## src/rtl/hilo_muldiv_pkg.sv

```systemverilog
// hilo_muldiv_pkg: op codes, FSM states and HI/LO write-bus layout shared by hilo_muldiv
package hilo_muldiv_pkg;
  localparam logic [2:0] OP_NOP   = 3'b000;
  localparam logic [2:0] OP_MULT  = 3'b001;
  localparam logic [2:0] OP_MULTU = 3'b010;
  localparam logic [2:0] OP_DIV   = 3'b011;
  localparam logic [2:0] OP_DIVU  = 3'b100;
  localparam logic [2:0] OP_MTHI  = 3'b101;
  localparam logic [2:0] OP_MTLO  = 3'b110;
  localparam logic [1:0] S_IDLE = 2'd0;
  localparam logic [1:0] S_BUSY = 2'd1;
  localparam logic [1:0] S_DONE = 2'd2;
  localparam int HILO_BUS_WD = 66;
  localparam int BUS_HI_WE   = 65;
  localparam int BUS_LO_WE   = 64;
  localparam int BUS_HI_MSB  = 63;
  localparam int BUS_HI_LSB  = 32;
  localparam int BUS_LO_MSB  = 31;
  localparam int BUS_LO_LSB  = 0;
  function automatic logic is_div_op(input logic [2:0] op);
    return op == OP_DIV || op == OP_DIVU;
  endfunction
  function automatic logic is_iter_op(input logic [2:0] op);
    return op inside {OP_MULT, OP_MULTU, OP_DIV, OP_DIVU};
  endfunction
  function automatic logic is_signed_op(input logic [2:0] op);
    return op == OP_MULT || op == OP_DIV;
  endfunction
endpackage

```

## src/rtl/hilo_div_core.sv

```systemverilog
// hilo_div_core: restoring divider on unsigned magnitudes, one quotient bit per cycle
module hilo_div_core #(
  parameter int W = 32
) (
  input  logic         clk,
  input  logic         resetn,
  input  logic         start,
  input  logic         flush,
  input  logic [W-1:0] dividend,
  input  logic [W-1:0] divisor,
  output logic         busy,
  output logic         done,
  output logic [W-1:0] quotient,
  output logic [W-1:0] remainder
);
  localparam int CW = $clog2(W);
  logic [CW-1:0] cnt;
  logic [W-1:0] d;
  logic [W:0] shifted, diff;
  // quotient doubles as the dividend shift register; its MSB feeds the partial remainder
  assign shifted = {remainder, quotient[W-1]};
  assign diff = shifted - {1'b0, d};
  assign done = busy && cnt == CW'(W - 1);
  always_ff @(posedge clk or negedge resetn)
    if (!resetn) begin
      busy <= 1'b0;
      cnt <= '0;
      d <= '0;
      quotient <= '0;
      remainder <= '0;
    end else if (flush) busy <= 1'b0;
    else if (start && !busy) begin
      busy <= 1'b1;
      cnt <= '0;
      d <= divisor;
      quotient <= dividend;
      remainder <= '0;
    end else if (busy) begin
      remainder <= diff[W] ? shifted[W-1:0] : diff[W-1:0];
      quotient <= {quotient[W-2:0], !diff[W]};
      cnt <= cnt + CW'(1);
      busy <= !done;
    end
endmodule

```

## src/rtl/hilo_muldiv.sv

```systemverilog
// hilo_muldiv: iterative MULT/MULTU/DIV/DIVU and pass-through MTHI/MTLO driving the HI/LO write bus
// HILO_FAST_MUL_EN: multiply uses a combinational W x W multiplier and finishes one cycle after start
module hilo_muldiv
  import hilo_muldiv_pkg::*;
#(
  parameter int W = 32
) (
  input  logic           clk,
  input  logic           resetn,
  input  logic           start,
  input  logic [2:0]     op,
  input  logic [W-1:0]   src1,
  input  logic [W-1:0]   src2,
  input  logic           flush,
  output logic           stallreq,
  output logic [2*W+1:0] hilo_bus
);
  localparam int ITER = W;
  localparam int CW = $clog2(ITER);
  logic [1:0] st;
  logic [CW-1:0] cnt;
  logic [2:0] op_q;
  logic [W-1:0] s1_q, a, mag1, mag2, dq, dr, quot, rem;
  logic [2*W-1:0] p, p_init, prod;
  logic [W:0] sum;
  logic neg_q, neg_r, div0, sgn, go, fast, last, div_busy, div_done;
  assign sgn = is_signed_op(op);
  assign mag1 = sgn && src1[W-1] ? -src1 : src1;
  assign mag2 = sgn && src2[W-1] ? -src2 : src2;
  assign go = st == S_IDLE && start && !flush && is_iter_op(op);
`ifdef HILO_FAST_MUL_EN
  assign fast = !is_div_op(op);
  assign p_init = {{W{1'b0}}, mag1} * {{W{1'b0}}, mag2};
`else
  assign fast = 1'b0;
  assign p_init = {{W{1'b0}}, mag2};
`endif
  // shift-add: multiplier sits in the low half and shifts out as the product shifts in
  assign sum = {1'b0, p[2*W-1:W]} + (p[0] ? {1'b0, a} : '0);
  assign last = is_div_op(op_q) ? div_done : cnt == CW'(ITER - 1);
  assign prod = neg_q ? -p : p;
  assign quot = div0 ? '1 : neg_q ? -dq : dq;
  assign rem = div0 ? s1_q : neg_r ? -dr : dr;
  assign stallreq = resetn && !flush && (go || st == S_BUSY || div_busy);
  assign hilo_bus = !resetn || flush ? '0 :
                    st == S_DONE ? {2'b11, is_div_op(op_q) ? {rem, quot} : prod} :
                    st == S_IDLE && start && op == OP_MTHI ? {2'b10, src1, {W{1'b0}}} :
                    st == S_IDLE && start && op == OP_MTLO ? {2'b01, {W{1'b0}}, src1} : '0;
  hilo_div_core #(.W(W)) u_div (
    .clk      (clk),
    .resetn   (resetn),
    .start    (go && is_div_op(op)),
    .flush    (flush),
    .dividend (mag1),
    .divisor  (mag2),
    .busy     (div_busy),
    .done     (div_done),
    .quotient (dq),
    .remainder(dr)
  );
  always_ff @(posedge clk or negedge resetn)
    if (!resetn) begin
      st <= S_IDLE;
      cnt <= '0;
      op_q <= OP_NOP;
      s1_q <= '0;
      a <= '0;
      p <= '0;
      neg_q <= 1'b0;
      neg_r <= 1'b0;
      div0 <= 1'b0;
    end else if (flush) st <= S_IDLE;
    else if (st == S_IDLE) begin
      if (go) begin
        st <= fast ? S_DONE : S_BUSY;
        cnt <= '0;
        op_q <= op;
        s1_q <= src1;
        a <= mag1;
        p <= p_init;
        neg_q <= sgn && (src1[W-1] ^ src2[W-1]);
        neg_r <= sgn && src1[W-1];
        div0 <= src2 == '0;
      end
    end else if (st == S_BUSY) begin
      cnt <= cnt + CW'(1);
      p <= {sum, p[W-1:1]};
      st <= last ? S_DONE : S_BUSY;
    end else st <= S_IDLE;
endmodule

```

## config.mk

```make
export PLATFORM = sky130hd
export DESIGN_NAME = hilo_muldiv
export DESIGN_NICKNAME = d
export VERILOG_FILES = /design/src/rtl/hilo_muldiv_pkg.sv /design/src/rtl/hilo_div_core.sv /design/src/rtl/hilo_muldiv.sv
export SDC_FILE = /design/constraint.sdc
export NUM_CORES = 1
export LEC_CHECK = 0
export ABC_AREA = 1
export CAP_MARGIN = 25
export CORE_MARGIN = 2
export CORE_UTILIZATION = 25
export DETAILED_ROUTE_END_ITERATION = 7
export GPL_TIMING_DRIVEN = 0
export PLACE_DENSITY_LB_ADDON = 0.05
export SETUP_SLACK_MARGIN = 0.3
export SLEW_MARGIN = 5
export SYNTH_ARGS = -nofsm -noshare
export SYNTH_HDL_FRONTEND = slang
export SYNTH_HIERARCHICAL = 1
export SYNTH_SLANG_ARGS = --single-unit
```

## constraint.sdc

```tcl
create_clock -name clk -period 3.3 [get_ports clk]
set_input_delay 0.66 -clock clk [delete_from_list [all_inputs] [get_ports clk]]
set_output_delay 0.66 -clock clk [all_outputs]
set_load 0.02 [all_outputs]
```

==> results of run 1 <==
==> synthesized netlist by cell type (15+ instances only) <==
cell type / count / share of area
nand3_1: 298 / 0.066
nand2_2: 17 / 0.0047
inv_2: 16 / 0.0027
nor2_1: 351 / 0.058
o21ai_1: 26 / 0.0058
nor2_2: 20 / 0.0055
dfrtp_1: 242 / 0.27
o21ai_0: 284 / 0.063
o211ai_1: 15 / 0.0050
xor2_1: 66 / 0.026
clkbuf_1: 72 / 0.012
xnor2_1: 17 / 0.0066
nand4_1: 67 / 0.019
ha_1: 73 / 0.040
buf_2: 38 / 0.0084
inv_1: 522 / 0.087
nand2_1: 1207 / 0.20
a21oi_1: 289 / 0.064
nor3_1: 43 / 0.0095
==> cell families (layout without fill, tap and decap cells) <==
kind of cell | Yosys count | in the layout | share of synthesized area
compound gates | 682 | 682 | 0.161
xor+xnor | 83 | 83 | 0.0322
fa+ha+maj | 75 | 75 | 0.0422
buf+inv | 670 | 1027 | 0.117
flops | 242 | 242 | 0.268
mux | 2 | 2 | 0.000941
simple gates | 2047 | 2047 | 0.379
==> sequential cells by signal, summed over array words and instances (netlist names), 2 cells and up <==
name	cells
u_div/remainder	32
u_div/quotient	32
op_q	3
a	31
u_div/d	32
s1_q	32
p	64
u_div/cnt	5
cnt	5
st	2
==> layout make-up <==
type / instances / area, um2
clock buffer: 52 / 1120
buffer: 128 / 952
multi-input combinational: 2889 / 17200
clock inverter: 19 / 178
inverter: 542 / 2070
timing repair buffer: 286 / 2740
tap: 1176 / 1470
sequential: 242 / 6120
fill: 10000 / 58000
==> layout by cell type (no fill, tap or decap), types with 11 or more instances in the layout <==
| cell | netlist | final |
|---|---|---|
| a21oi_1 | 289 | 192 |
| a21oi_2 | 4 | 62 |
| a21oi_4 | 0 | 39 |
| buf_2 | 38 | 20 |
| buf_4 | 5 | 143 |
| buf_6 | 7 | 92 |
| clkbuf_1 | 72 | 36 |
| clkbuf_16 | 0 | 43 |
| clkbuf_2 | 0 | 22 |
| clkbuf_4 | 0 | 11 |
| clkbuf_8 | 1 | 12 |
| clkdlybuf4s50_1 | 0 | 63 |
| clkinv_2 | 0 | 12 |
| dfrtp_1 | 242 | 194 |
| dfrtp_2 | 0 | 48 |
| ha_1 | 73 | 52 |
| ha_2 | 0 | 12 |
| inv_1 | 522 | 501 |
| inv_2 | 16 | 30 |
| nand2_1 | 1207 | 1069 |
| nand2_2 | 17 | 101 |
| nand2_4 | 2 | 54 |
| nand3_1 | 298 | 207 |
| nand3_2 | 3 | 35 |
| nand3_4 | 0 | 59 |
| nand4_1 | 67 | 67 |
| nor2_1 | 351 | 270 |
| nor2_2 | 20 | 65 |
| nor2_4 | 6 | 42 |
| nor3_1 | 43 | 30 |
| nor3_2 | 3 | 14 |
| o211ai_1 | 15 | 15 |
| o21ai_0 | 284 | 214 |
| o21ai_1 | 26 | 44 |
| o21ai_2 | 1 | 34 |
| o21ai_4 | 0 | 19 |
| xnor2_1 | 17 | 17 |
| xor2_1 | 66 | 62 |
==> power by group <==
part           internal, mW  switching, mW  total [mW]
logic                  3.74           7.59        11.3
clock network          2.54           1.73        4.27
registers              3.70          0.956        4.66
total                  9.99           10.3        20.3
==> layer usage <==
metal  global-route usage  routed length (um)  part of all wire  up-vias
li1                     -                   -                 -    12900
met3               0.0366                8430             0.065      142
met2                0.431               57300              0.44      923
met1                0.394               60800              0.47    13100
met4               0.0599                3240             0.025        0
met5                    0                   0                 0        -
==> metrics by stage <==
| step | cells | area (um2) | worst slack, ns | utilization | hold WS, ns |
|---|---|---|---|---|---|
| 2_1_floorplan | 3801 | 22600 | 0.574 | - | 0.364 |
| 3_3_place_gp | 5114 | 25400 | -14.55 | 0.283 | 0.468 |
| 3_5_place_dp | 5118 | 25500 | -1.84 | 0.284 | 0.466 |
| 4_1_cts | 5302 | 30400 | -0.158 | 0.338 | 0.00952 |
| 5_1_grt | 5334 | 31900 | -0.268 | 0.355 | 0.0330 |
| 6_report | 5334 | 31900 | -0.246 | 0.355 | -0.00566 |
==> critical path, stage by stage (launching register included) <==
cell	delay, ns
dfrtp_1	0.37
buf_6	0.13
inv_4	0.06
ha_4	0.14
nand2_4	0.05
nor2_4	0.23
buf_6	0.14
nand2_4	0.06
nand2_4	0.09
nand3_4	0.15
nor2_4	0.21
buf_6	0.13
buf_6	0.09
o21ai_4	0.11
a21oi_2	0.20
buf_6	0.14
==> worst paths after layout <==
kind                        start           end  slack [ns]  depth (start not counted)
setup / recovery             p[0]  hilo_bus[40]       -0.25                         15
hold / removal             resetn    u_div/d[6]      -0.006                          1
setup reg to reg             p[0]         p[48]        0.39                         17
hold reg to reg              a[9]          a[9]        0.48                          2
max in group asynchronous  resetn         p[53]        2.37                          2
min in group clk            op[0]       op_q[0]        0.46                          3
==> repair_timing <==
action / in CTS / in global routing
endpoints found under the setup margin: 181 / 161
pin swaps: 141 / 122
gates resized for setup: 1134 / 325
gates cloned: 1 / 0
buffers inserted: 112 / 32
==> out/results.txt, run 1 <==
Seq/Total Area, Yosys: 0.268
Initial Utilization: 0.252
Die Area: 92800 um2
later-pin clock latency in the skew report: 0.59 ns
Worst setup SP type: register
Setup CP Type: register to output pin
via count: 27000
Placeable Area: 89900 um2
Row Count: 110
Setup TNS: -3.35 ns
CTS Hold Bufs: 0
root buf cell: clkbuf_16
outcome: finished with violations
Netlist cell types: 58
Async S/R FF share, synth: 1.00
share of cells above drive strength 1: 0.252
Fin Hold WS: -0.00566 ns
worst-margin pin slew: 0.971 ns
max cap viols: 0
IO Count: 138
initial antenna violation count: 2
GRT Overall Usage: 0.273
Max clock buf depth: 3
via/cell ratio: 5.07
Nets: 4274
CP max FO: 6
Max-Slew Margin vs Limit: 0.353
Syn Std Cell Area: 22600 um2
Required @ worst endpoint: 2.64 ns
Num CTS Buffers: 39
Pwr Density: 636 nW/um2
die height: 305 um
Port-buffer cells: 137
wire per inst: 24.3 um
Routed Antenna Nets: 0
Worst Setup Slack, final: -0.246 ns
Slew Limit Fails: 0
Area Growth Syn to Fin: 41.0%
Syn Area/Cell: 5.95 um2
pin count of the biggest net entering global routing: 93
chip width: 305 um
failing checks: hold timing, setup timing
worst hold path class: primary input to asynchronous set/reset pin
drt total wl: 130000 um
Layout Skew: 0.0435 ns
Most used DFF post-synth: dfrtp_1
Post-Syn Instances: 3801
Leakage: 15.2 nW
placer's final routability congestion estimate: 0.963
drt drc: 0
Yosys warning total: 6
htree depth: 2
first-pass GRT wire length: 186000 um
Hold Vio Cnt, Final: 4
Crit. End Element: output pin
final worst path period share: 1.07
DRT iter0 DRCs: 2494
Tot Pwr: 20.3 mW
vias in the first global route: 26300
Syn Nets: 3947
RSZ-0062 raised after global routing: yes
f_max: 282 MHz
VDD IR max: 401 uV
Final setup viols: 37
CTS clk-pin slew, worst paths: 0.05 ns
CP arrival: 2.89 ns
total gr overflow: 0
DP Wirelength: 105000 um
CTS tree: yes
#FFs+latches synth: 242
Ant. Diodes: 0
Final Critical Period: 3.55 ns
# clock sinks: 242
Post-synth EDFFs: 0
iteration count of the initial detailed-routing pass: 5
(Power assumes the default switching activity.)
==> inputs of run 2 (changes only) <==
==> constraint.sdc (replaced) <==
create_clock -name clk -period 3.6 [get_ports clk]
set_input_delay 0.72 -clock clk [delete_from_list [all_inputs] [get_ports clk]]
set_output_delay 0.72 -clock clk [all_outputs]
set_load 0.02 [all_outputs]
==> run 2 against run 1 <==
  * Critical path type unchanged
  * The run now ends clean
  * Clock power is 8.4% lower
  * Critical path depth stayed put
  * Clock-buffer cell count stayed put
==> out/results.txt, run 2 (synthesized netlist as in run 1, its figures left out) <==
Slew Limit Fails: 0 (unchanged)
worst hold path class: primary input to asynchronous set/reset pin
Port-buffer cells: 137 (unchanged)
Pwr Density: 587 nW/um2 (-7.7%)
CTS Hold Bufs: 0 (unchanged)
Core Util, Final: 0.336 (-0.0190)
cell family with most CP delay: simple AND/OR/NAND/NOR gates
placed cell count: 5118 (unchanged)
Tot Pwr: 17.7 mW (-13%)
worst-margin pin slew: 1.08 ns (+0.109 ns)
Crit. End Element: output pin
Ant. Diodes: 0 (unchanged)
Layout Cells excl Fill: 5278 (-1.0%)
Die Area: 92800 um2 (unchanged)
die height: 305 um (unchanged)
most frequent cells in the layout: nand2_1 (1122), inv_1 (508), nor2_1 (294), o21ai_0 (239), a21oi_1 (217)
first-pass GRT wire length: 185000 um (-0.88%)
max incr delay on CP: 0.38 ns (about the same)
via/cell ratio: 5.04 (-0.58%)
Leakage: 14.6 nW (-3.7%)
final worst path period share: 0.991
Num CTS Buffers: 39 (unchanged)
CP Cell Sequence: buf_6 > inv_4 > ha_4 > nand2_4 > nor2_4 > buf_6 > nand2_4 > nand2_4 > nand3_4 > nor2_4 > buf_4 > buf_4 > o21ai_4 > a21oi_2 > buf_6
max reg flops: 64 (unchanged)
iteration count of the initial detailed-routing pass: 5 (unchanged)
placer's final routability congestion estimate: 0.963 (unchanged)
Worst setup SP type: register
Final Critical Period: 3.57 ns
wire per inst: 24.3 um (+0.11%)
outcome: complete, no violations
Final setup viols: 0 (-100%)
root buf cell: clkbuf_16
Hold Vio Cnt, Final: 0 (-4)
slowest cell on the critical path: dfrtp_1
Max-Slew Margin vs Limit: 0.280 (-0.0723)
drt drc: 0 (unchanged)
f_max: 280 MHz
RSZ-0062 raised after global routing: yes
CP arrival: 2.85 ns (-0.04 ns)
Row Count: 110 (unchanged)
area post-placement: 25500 um2 (unchanged)
Max clock buf depth: 3 (unchanged)
drt total wl: 128000 um (-0.95%)
chip width: 305 um (unchanged)
Placeable Area: 89900 um2 (unchanged)
DP Wirelength: 105000 um (unchanged)
vias in the first global route: 26000 (-1.1%)
Nets: 4218 (-1.3%)
CP max FO: 7 (+1)
share of cells above drive strength 1: 0.196 (-0.0558)
Fin Hold WS: 0.0576 ns (+0.0632 ns)
total gr overflow: 0 (unchanged)
Required @ worst endpoint: 2.88 ns (+0.24 ns)
GRT Overall Usage: 0.271 (-0.00200)
CTS clk-pin slew, worst paths: 0.06 ns (about the same)
VDD IR max: 368 uV (-8.2%)
fillers: 10200 (+1.7%)
pin count of the biggest net entering global routing: 93 (unchanged)
CTS tree: yes
htree depth: 2 (unchanged)
Setup CP Type: register to output pin
Sequential Area: 6110 um2 (-0.14%)
multi-input logic area: 16300 um2 (-5.5%)
# clock sinks: 242 (unchanged)
IO Count: 138 (unchanged)
initial antenna violation count: 3 (+1)
Routed Antenna Nets: 0 (unchanged)
Layout Skew: 0.0494 ns (+0.00593 ns)
Setup TNS: 0 ns (+3.35 ns)
Most flops, register: p
design area: 30200 um2 (-5.4%)
max cap viols: 0 (unchanged)
Setup WS pre-CTS: -1.60 ns (+0.240 ns)
DRT iter0 DRCs: 2482 (-0.48%)
Worst Setup Slack, final: 0.0317 ns (+0.278 ns)
via count: 26600 (-1.6%)
commonest non-fill, non-tap cell in the layout: nand2_1
Buf/Inv on CP: 6 (unchanged)
later-pin clock latency in the skew report: 0.59 ns (about the same)
Initial Utilization: 0.252 (unchanged)
Area Growth Syn to Fin: 33.4%
==> run 2: cell count changes in the layout (fill, tap and decap cells not counted), moves of 11 or more <==
cell	previous run	this run
nand2_4	54	36
o21ai_0	214	239
ha_2	12	1
o21ai_1	44	32
a21oi_4	39	26
nand2_2	101	67
nor2_2	65	50
nand2_1	1069	1122
buf_6	92	66
buf_4	143	103
a21oi_2	62	50
a21oi_1	192	217
ha_1	52	70
nor2_1	270	294
==> run 2: final timing paths <==
path	end	from	depth (start not counted)	slack [ns]
setup / recovery	hilo_bus[40]	p[0]	15	0.03
max in group asynchronous	p[53]	resetn	2	2.60
min in group clk	a[7]	a[7]	2	0.48
setup reg to reg	p[48]	p[0]	14	0.39
hold / removal	u_div/d[6]	resetn	1	0.06
hold reg to reg	a[7]	a[7]	2	0.48
==> run 2: where the power goes <==
| group | total [mW] | internal, mW | switching (mW) |
|---|---|---|---|
| logic | 9.51 | 2.96 | 6.55 |
| clock network | 3.91 | 2.33 | 1.58 |
| registers | 4.28 | 3.40 | 0.879 |
| total | 17.7 | 8.69 | 9.01 |
==> run 2: per-layer routing <==
metal | vias up | global-route usage | share of wire
met5 | - | 0 | 0
met4 | 0 | 0.0621 | 0.025
met3 | 135 | 0.0407 | 0.065
met2 | 874 | 0.424 | 0.44
met1 | 12800 | 0.390 | 0.47
li1 | 12800 | - | -
==> run 2: worst reg2reg max path, stage by stage (launching register included) <==
cell and delay [ns]:
dfrtp_1 0.38, buf_6 0.12, buf_4 0.14, buf_4 0.15, buf_4 0.17, clkbuf_2 0.18
nand2_1 0.10, inv_1 0.08, ha_1 0.37, a21oi_1 0.21, o21ai_0 0.21, a21oi_2 0.28
nand3_1 0.17, o21ai_0 0.35, o21ai_0 0.15
==> run 2: repair_timing <==
action / CTS / global route
cloned: 1 / 0
endpoints found under the setup margin: 175 / 144
pin swaps: 82 / 104
buffers inserted: 64 / 24
gates resized for setup: 777 / 310
==> run 2: cell type report <==
type,instances,share of cell area
multi-input combinational,2889,0.540
tap,1176,0.0488
sequential,242,0.202
inverter,542,0.0681
buffer,128,0.0267
clock inverter,19,0.00589
timing repair buffer,230,0.0713
clock buffer,52,0.0370
